[src/rtl/lbm_pkg.sv]
// Shared lattice-Boltzmann types: the nine-direction packed cell and the
// collision sequencer state encoding.
package lbm_pkg;

   localparam int NUM_DIRS = 9;

   localparam int DIR_C  = 0;
   localparam int DIR_N  = 1;
   localparam int DIR_NE = 2;
   localparam int DIR_E  = 3;
   localparam int DIR_SE = 4;
   localparam int DIR_S  = 5;
   localparam int DIR_SW = 6;
   localparam int DIR_W  = 7;
   localparam int DIR_NW = 8;

   typedef logic [NUM_DIRS-1:0][7:0] cell_t;

   typedef enum logic [1:0] {
      ST_IDLE,
      ST_ISSUE,
      ST_DRAIN,
      ST_DONE
   } seq_state_t;

endpackage

[src/rtl/delay_line.sv]
// Fixed-depth shift register with asynchronous clear. msb_any reports whether
// any stage holds a set MSB, which callers use as the per-entry valid flag.
module delay_line #(
   parameter int WIDTH = 1,
   parameter int DEPTH = 1
) (
   input  logic             clk_in,
   input  logic             clr_in,
   input  logic [WIDTH-1:0] din,
   output logic [WIDTH-1:0] dout,
   output logic             msb_any
);

   logic [WIDTH-1:0] stage [DEPTH];

   always_ff @(posedge clk_in or posedge clr_in) begin
      if (clr_in) begin
         for (int i = 0; i < DEPTH; i++) stage[i] <= '0;
      end else begin
         stage[0] <= din;
         for (int i = 1; i < DEPTH; i++) stage[i] <= stage[i-1];
      end
   end

   assign dout = stage[DEPTH-1];

   always_comb begin
      msb_any = 1'b0;
      for (int i = 0; i < DEPTH; i++) msb_any = msb_any | stage[i][WIDTH-1];
   end

endmodule

[src/rtl/collide_sequencer.sv]
// Walks every lattice cell once: reads BRAM, feeds the collision pipeline and
// writes each collided cell back to the address it was read from.
//
// state    | meaning
// IDLE     | waiting for start_in
// ISSUE    | one BRAM read per cycle, addresses 0..NUM_CELLS-1
// DRAIN    | reads finished, waiting for the last write-back
// DONE     | one-cycle done_out pulse
module collide_sequencer
   import lbm_pkg::*;
#(
   parameter int NUM_CELLS         = 4800,
   parameter int ADDR_WIDTH        = $clog2(NUM_CELLS),
   parameter int BRAM_READ_LATENCY = 2,
   parameter int COLLIDE_LATENCY   = 20
) (
   input  logic                  clk_in,
   input  logic                  rst_in,
   input  logic                  start_in,
   output logic                  busy_out,
   output logic                  done_out,
   output logic                  rd_en_out,
   output logic [ADDR_WIDTH-1:0] rd_addr_out,
   input  cell_t                 rd_data_in,
   output cell_t                 collide_data_out,
   output logic                  collide_valid_out,
   input  cell_t                 collide_result_in,
   output logic                  wr_en_out,
   output logic [ADDR_WIDTH-1:0] wr_addr_out,
   output cell_t                 wr_data_out
);

   localparam int TRK_DEPTH = BRAM_READ_LATENCY + 1 + COLLIDE_LATENCY;
   localparam int CNT_W     = $clog2(TRK_DEPTH + 2);
   localparam logic [ADDR_WIDTH-1:0] LAST_ADDR = ADDR_WIDTH'(NUM_CELLS - 1);

   seq_state_t            state, state_nxt;
   logic [ADDR_WIDTH-1:0] rd_cnt;
   logic [CNT_W-1:0]      outstanding;
   logic                  rd_issue;
   logic                  rd_vld_tap, rd_vld_any;
   logic                  trk_vld, trk_any;
   logic [ADDR_WIDTH-1:0] trk_addr;

   always_ff @(posedge clk_in or posedge rst_in) begin
      if (rst_in) state <= ST_IDLE;
      else        state <= state_nxt;
   end

   always_comb begin
      state_nxt = state;
      rd_issue  = 1'b0;
      busy_out  = 1'b0;
      done_out  = 1'b0;
      case (state)
         ST_IDLE: if (start_in) state_nxt = ST_ISSUE;
         ST_ISSUE: begin
            rd_issue = 1'b1;
            busy_out = 1'b1;
            if (rd_cnt == LAST_ADDR) state_nxt = ST_DRAIN;
         end
         ST_DRAIN: begin
            busy_out = 1'b1;
            if (outstanding == '0 && !trk_any && !rd_vld_any) state_nxt = ST_DONE;
         end
         ST_DONE: begin
            done_out  = 1'b1;
            state_nxt = ST_IDLE;
         end
         default: state_nxt = ST_IDLE;
      endcase
   end

   assign rd_en_out   = rd_issue;
   assign rd_addr_out = rd_cnt;

   // Holds at the last address so the counter never wraps within a pass.
   always_ff @(posedge clk_in or posedge rst_in) begin
      if (rst_in)                                rd_cnt <= '0;
      else if (state == ST_IDLE && start_in)     rd_cnt <= '0;
      else if (rd_issue && rd_cnt != LAST_ADDR)  rd_cnt <= rd_cnt + 1'b1;
   end

   // A write is counted when its tap is seen, so the count reaches zero in
   // time for done_out to follow the final write-back by one cycle.
   always_ff @(posedge clk_in or posedge rst_in) begin
      if (rst_in) begin
         outstanding <= '0;
      end else begin
         case ({rd_issue, trk_vld})
            2'b10:   outstanding <= outstanding + 1'b1;
            2'b01:   outstanding <= outstanding - 1'b1;
            default: outstanding <= outstanding;
         endcase
      end
   end

   delay_line #(.WIDTH(1), .DEPTH(BRAM_READ_LATENCY)) u_rd_align (
      .clk_in  (clk_in),
      .clr_in  (rst_in),
      .din     (rd_issue),
      .dout    (rd_vld_tap),
      .msb_any (rd_vld_any)
   );

   delay_line #(.WIDTH(ADDR_WIDTH + 1), .DEPTH(TRK_DEPTH)) u_addr_trk (
      .clk_in  (clk_in),
      .clr_in  (rst_in),
      .din     ({rd_issue, rd_cnt}),
      .dout    ({trk_vld, trk_addr}),
      .msb_any (trk_any)
   );

   always_ff @(posedge clk_in or posedge rst_in) begin
      if (rst_in) begin
         collide_valid_out <= 1'b0;
         collide_data_out  <= '0;
         wr_en_out         <= 1'b0;
         wr_addr_out       <= '0;
         wr_data_out       <= '0;
      end else begin
         collide_valid_out <= rd_vld_tap;
         collide_data_out  <= rd_vld_tap ? rd_data_in : '0;
         wr_en_out         <= trk_vld;
         wr_addr_out       <= trk_vld ? trk_addr : '0;
         wr_data_out       <= trk_vld ? collide_result_in : '0;
      end
   end

endmodule

[config.mk]
export PLATFORM = sky130hd
export DESIGN_NAME = collide_sequencer
export DESIGN_NICKNAME = d
export VERILOG_FILES = /design/src/rtl/lbm_pkg.sv /design/src/rtl/delay_line.sv /design/src/rtl/collide_sequencer.sv
export SDC_FILE = /design/constraint.sdc
export NUM_CORES = 1
export LEC_CHECK = 0
export CAP_MARGIN = 20
export CORE_ASPECT_RATIO = 0.75
export CORE_MARGIN = 10
export CORE_UTILIZATION = 52
export CTS_BUF_LIST = sky130_fd_sc_hd__clkbuf_8
export DETAILED_ROUTE_END_ITERATION = 8
export PLACE_DENSITY_LB_ADDON = 0.3
export SKIP_CTS_REPAIR_TIMING = 1
export SLEW_MARGIN = 30
export SYNTH_ARGS = -nofsm -noshare
export SYNTH_HDL_FRONTEND = slang
export SYNTH_SLANG_ARGS = --single-unit
export TNS_END_PERCENT = 10
[constraint.sdc]
create_clock -name clk_in -period 29.5 [get_ports clk_in]
set_input_delay 5.9 -clock clk_in [delete_from_list [all_inputs] [get_ports clk_in]]
set_output_delay 5.9 -clock clk_in [all_outputs]
set_load 0.03 [all_outputs]
### Yosys cells after proc, flatten, opt, wreduce, memory -nomap -nowiden

Index checks and enable logic that the tools add are counted.

* bits of input ports: 147
* register bits: 503

* equal/unequal tests: 10
* bitwise operators: 23
* add/subtract/negate cells: 3
* reductions and logical operators: 12
* multiplexer cells: 13

Operators with widths (number)
* $mux 72: 2
* $mux 13: 3
* $or 1x1->1: 23
* $add 13x1->13 const B: 1
* $eq 13x13->1 const B: 1
* $ne 13x13->1 const B: 1
* $pmux 5 s2: 1
* $pmux 2 s4: 1
* $eq 2x2->1 const B: 3
* $mux 2: 3
* $ne 2x2->1 const B: 3
* $add 5x1->5 const B: 1
* $logic_not 5->1: 1
* $sub 5x1->5 const B: 1
* $eq 2x1->1 const B: 2
* $logic_and 1x1->1: 4
* $reduce_bool 2->1: 2
* $mux 1: 3
* $reduce_and 3->1: 1
* $logic_not 1->1: 2
* $logic_not 2->1: 1
* $reduce_or 2->1: 1

### Longest topological paths before layout

Gate-level depths: netlist of the first run.

* depth in word-level cells: 27
* gate-level depth with buffers: 11
* depth with buffers taken out: 11

### By module

Synthesis of the first run repeated with hierarchy kept, for this count alone.

* cells, all modules: 817
* area, all modules: 14617.8 um^2

Modules (own cells, without submodules)
* delay_line (u_addr_trk): area an instance 8216.6 um^2, times used 1, cells each 345
* collide_sequencer: area an instance 6341.1 um^2, times used 1, cells each 468
* delay_line (u_rd_align): area an instance 60.1 um^2, times used 1, cells each 4

### Least setup slack after synthesis of the first run

Ideal clock, no wire load.

* path type: flip-flop to output port
* start point: reg state[1]
* end point: out rd_en_out
* path buffers: 0
* cell stages (with the launch flop): 3
* data arrival time: 0.917 ns
* data required time: 23.600 ns
* slack: 22.683 ns
* cells stage by stage: dfrtp_1 -> inv_1 -> ha_1

* cells in the longest elaborated chain, start to end: 2

RTL lines
* start: declaration: line collide_sequencer.sv:37 `seq_state_t state, state_nxt;`
* start signal: assignment: line collide_sequencer.sv:47 `else state <= state_nxt;`
* $eq 2x1->1: line collide_sequencer.sv:55 `case (state)`
* $mux 1: line collide_sequencer.sv:55
* end: declaration: line collide_sequencer.sv:22 `output logic rd_en_out,`

Every way passes these cells.

### Worst setup path after layout of the first run

Same ends and word-level chain as after synthesis.

==> qor.yml, run 1 <==
ys_seq_elements: 500
drive_gt1_frac: 0.0961
drv_slew: 0
multi_input_area_um2: 1670
worstPathCellList: "inv_1, ha_1, clkdlybuf4s50_1"
syn2layout_area_growth_pct: 35.5
grt_util_all_layers: 0.163
avgRoutedWirePerCell_um: 18.4
arrival_ps: 2210
antenna_cells: 0
insertion_delay_ps: 590
total_power_uw: 1290
cts_sinks: 500
dieArea_um2: 34600
p_leak_uw: 0.00892
fin_crit_sh: 0.275
root_buffer: "clkbuf_8"
cp_max_fo: 6
fmax_ghz: 0.123
critical_path_class: "flop to output pin"
slowest_delay_ps: 750
grt_setup_unrepaired: "no"
wl_um: 28700
setup_viol_count_final: 0
syn_avg_cell_area_um2: 18.3
grt_pass1_vias: 7801
layout_min_cycle_time_ps: 8110
ys_seq_area_frac: 0.876
drt-initial-drc-count: 427
wl_met3_um: 1970
gp_congestion: 0.852
power.density_nw_per_um2: 66.8
hpwlAfterDp_um: 19500
slew_headroom: 0.499
vdd_drop_max_v: 0.0000364
clkTransAtPathRegs_ps: 60
n_fill_cell: 1679
drv_cap: 0
fin_hold_ws_ps: 329
grt_pass1_wl_um: 43600
synth_area_um2: 14300
wl_met1_um: 11200
hold_class: "flop to flop"
cts_tree: "done"
portBuffers: 321
wl_met2_um: 14900
post-place-ws_ps: 21220
vias: 7178
io_pins: 322
slowest_stage: "clkdlybuf4s50_1"
worstMarginPinSlew_ps: 751
yosys_warnings: 0
rows: 52
cp.required_ps: 23600
htreeDepth: 3
synth.distinct_cells: 29
synthCells: 779
drtPass1Iterations: 4
overflow: 0
finalNetCount: 1319
antenna_found_initial: 0
die_w_um: 211
cts_max_path_buffers: 3
drc_errors: 0
final_hold_viol_count: 0
routed_via_density: 4.61
cp-end-kind: "output pin"
syn_nets: 937
crit_path_start_kind: "flop"
seqCellArea_um2: 12500
status: "finished, final reports clean"
drtAntennaViolNets: 0
core_area_um2: 27000
highest_layer: "met4"
numCtsBuffers: 71
start_util: 0.529
final.setup.tns_ps: 0
grt_max_degree: 205
skew_ps: 26.2
die_h_um: 164
setup_ws_ps: 21390
## stage by stage
stage               instance area (µm²)  instances  utilization
floorplan                         14300        779            -
global route                      19300       1558        0.717
CTS                               19300       1557        0.715
detailed placement                17900       1438        0.665
global placement                  17900       1437        0.664
finish                            19300       1558        0.717
## layout make-up
class                           instances  area share
Inverter                                8     0.00220
Multi-Input combinational cell        252      0.0862
Clock buffer                           85      0.0605
Timing Repair Buffer                  328       0.172
Clock inverter                         34     0.00996
Tap cell                              351      0.0227
Sequential cell                       500       0.647
## report_power, final
| part | switching (µW) | internal [µW] |
|---|---|---|
| clock | 239 | 271 |
| combinational | 44.8 | 39.6 |
| sequential | 2.86 | 696 |
## critical path: cells and delay by family (launching register included)
family / cells / cell delay (ps)
buffers and inverters: 2 / 880
flip-flops: 1 / 420
adder cells (fa/ha/maj): 1 / 350
## synth_stat cells, drive strengths merged
library cell | count | area, µm²
a21o | 1 | 7.51
a21oi | 3 | 15.0
a32oi | 1 | 8.76
and2 | 158 | 988
and3 | 3 | 21.3
and4 | 1 | 8.76
clkbuf | 19 | 71.3
dfrtp | 500 | 12500
fa | 1 | 20.0
ha | 10 | 125
inv | 8 | 30.0
mux2 | 1 | 15.0
nand2 | 11 | 41.3
nand2b | 1 | 6.26
nand3 | 5 | 30.0
nand4 | 6 | 37.5
nor2 | 14 | 52.6
nor2b | 1 | 6.26
nor3 | 3 | 15.0
nor4 | 7 | 43.8
o21ai | 5 | 25.0
o41a | 1 | 12.5
o41ai | 1 | 27.5
or3b | 1 | 8.76
or4 | 1 | 11.3
xnor2 | 8 | 70.1
xor2 | 8 | 70.1
## metal layers
metal	up-vias	global-route usage
met5	-	0
met3	49	0.0561
met2	238	0.275
met4	0	0.0574
li1	3209	-
met1	3682	0.193
## kinds of logic (layout without fill, tap and decap cells)
logic type | after synthesis | count (layout) | synth area share
compound gates | 12 | 12 | 0.00675
xor+xnor | 16 | 16 | 0.00981
fa+ha+maj | 11 | 11 | 0.0102
buf+inv | 27 | 455 | 0.00710
flops | 500 | 500 | 0.876
mux | 1 | 1 | 0.00105
simple gates | 212 | 212 | 0.0890
## placed cells by master, fill, tap and decap left out, types with 4 or more instances in the layout
cell type and n:
dfrtp_1 499, clkdlybuf4s50_1 321, and2_1 158, clkbuf_8 85
inv_1 27, nor2_1 14, nand2_1 11, ha_1 10
xnor2_1 8, xor2_1 8, nor4_1 7, clkinv_2 7
nand4_1 6, o21ai_0 5, nand3_1 4
## flip-flops by register name (all words and copies together) (netlist names)
signal and flops:
outstanding 5, u_addr_trk.dout 14, collide_valid_out 1, collide_data_out 72, rd_addr_out 13, u_addr_trk.stage 307
wr_addr_out 13, wr_en_out 1, wr_data_out 72, state 2
## path summary, 6_finish.rpt
kind | slack [ps] | to | startpoint | cells after the start
max | 21390 | rd_en_out | state[1] | 3
min | 330 | u_addr_trk.stage[177] | u_addr_trk.stage[191] | 0
max reg2reg | 26710 | outstanding[4] | state[1] | 10
min reg2reg | 330 | u_addr_trk.stage[177] | u_addr_trk.stage[191] | 0
max in group asynchronous | 22230 | u_addr_trk.stage[316] | rst_in | 4
min in group asynchronous | 5810 | u_addr_trk.stage[86] | rst_in | 2
No activity file was read; power rests on OpenSTA's default activity.
==> inputs of run 2 (changes only) <==
Settings changed: CORE_UTILIZATION 52 to 46.
Clock period 29.5 ns to 7.05 ns, I/O delays scaled along.
==> run 2 against run 1 <==
Compared with the run above: sequential share of layout area barely moved; design area about the same; total power grew to 4.1 times the previous value; worst hold slack worse by 4.9 ps; sequential cell count stayed put; count of clock-buffer cells in the layout down 2.
==> qor.yml, run 2 (same netlist as run 1, synthesis figures left out) <==
status: "finished, final reports clean"
overflow: 0
reg2reg_slack_ps: 4260
io_pins: 322
layout_min_cycle_time_ps: 3590
drv_cap: 0
wl_um: 28200
cts_max_path_buffers: 3
final_hold_viol_count: 0
top_register: "u_addr_trk.stage"
setup_ws_ps: 3460
power.switching_uw: 1200
final_cell_mix: "499 x dfrtp_1, 321 x clkdlybuf4s50_1, 158 x and2_1, 83 x clkbuf_8, 28 x inv_1"
root_buffer: "clkbuf_8"
drive_gt1_frac: 0.0945
syn2layout_area_growth_pct: 35.5
power.density_nw_per_um2: 276
routed_via_density: 4.42
numCtsBuffers: 71
hp-start: "u_addr_trk.stage[212]"
whs_endpoint: "u_addr_trk.stage[198]"
vias: 7100
avgRoutedWirePerCell_um: 17.6
switching_share: 0.224
pwr-share-seq: 0.547
cell_internal_pwr_uw: 4150
final_area_um2: 19300
holdPathStages: 0
timing.rr.start: "u_addr_trk.dout[13]"
core_area_um2: 30400
drtPass1Iterations: 4
cp_max_fo: 6
total_power_uw: 5350
largest_register_ffs: 307
fmax_ghz: 0.279
cts_tree: "done"
htreeDepth: 3
p_leak_uw: 0.00888
cp.required_ps: 5640
antenna_found_initial: 0
crit_path_start_kind: "flop"
insertion_delay_ps: 590
pwr-share-clk: 0.388
post-place-ws_ps: 3960
drtAntennaViolNets: 0
drt-initial-drc-count: 436
dpl_cell_area_um2: 18000
hpwlAfterDp_um: 19300
arrival_ps: 2180
fin_crit_sh: 0.509
worstMarginPinSlew_ps: 752
hold_class: "flop to flop"
portBuffers: 321
top_regs: "u_addr_trk.stage x307, collide_data_out x72, wr_data_out x72"
grt_max_degree: 187
grt_util_all_layers: 0.147
grt_pass1_vias: 7881
finalNetCount: 1320
dieArea_um2: 38600
gp_congestion: 0.830
n_fill_cell: 2219
die_h_um: 173
drv_slew: 0
critical_path_class: "flop to output pin"
grt_pass1_wl_um: 44600
skew_ps: 23.2
pwr-share-comb: 0.066
antenna_cells: 0
cts_sinks: 500
grt_setup_unrepaired: "no"
rows: 55
cp-end-kind: "output pin"
die_w_um: 223
vdd_drop_max_v: 0.000145
setup_viol_count_final: 0
drc_errors: 0
final_common_cell: "dfrtp_1"
final_core_util: 0.636
slew_headroom: 0.498
reg2reg_to: "outstanding[4]"
clkTransAtPathRegs_ps: 60
rr_worst_depth: 9
start_util: 0.470
run 2: metal layers:
layer  GRT usage  share of wire
met1       0.169           0.39
met2       0.248           0.51
met3      0.0551          0.077
met4      0.0509          0.022
met5           0              0
run 2: worst max-delay path by stage:
stage | from | to | slack, ps | cells after the start
floorplan | rst_in | collide_data_out[0] | -1140 | 1
global placement | rst_in | u_addr_trk.dout[13] | 4010 | 3
detailed placement | rst_in | u_addr_trk.dout[13] | 3960 | 3
CTS | state[1] | rd_en_out | 3390 | 3
global route | state[1] | rd_en_out | 3310 | 3
finish | state[1] | rd_en_out | 3460 | 3
run 2: stage by stage:
stage	setup TNS, ps	hold slack (ps)	instances
finish	0	325	1605
global placement	0	331	1487
floorplan	-572240	331	779
CTS	0	323	1604
detailed placement	0	335	1487
global route	0	320	1605
run 2: power by group through the flow:
stage | combinational, µW | clock (µW) | sequential, µW
final | 351 | 2070 | 2920
after global routing | 375 | 2300 | 2920
after CTS | 358 | 2150 | 2920
after detailed placement | 356 | 0 | 2980
after global placement | 352 | 0 | 2970
after floorplan | 69.7 | 0 | 3070
run 2: critical path, cell delays in order, from the launching register on:
cell and delay [ps]:
dfrtp_1 410, inv_1 120, ha_1 330, clkdlybuf4s50_1 740
run 2: area by class of cell:
cell class	instances	area [µm²]	share of cell area
Clock inverter	34	171	0.00886
Sequential cell	500	12500	0.647
Timing Repair Buffer	329	3320	0.172
Tap cell	399	499	0.0258
Multi-Input combinational cell	252	1670	0.0862
Clock buffer	83	1140	0.0590
Inverter	8	33.8	0.00175
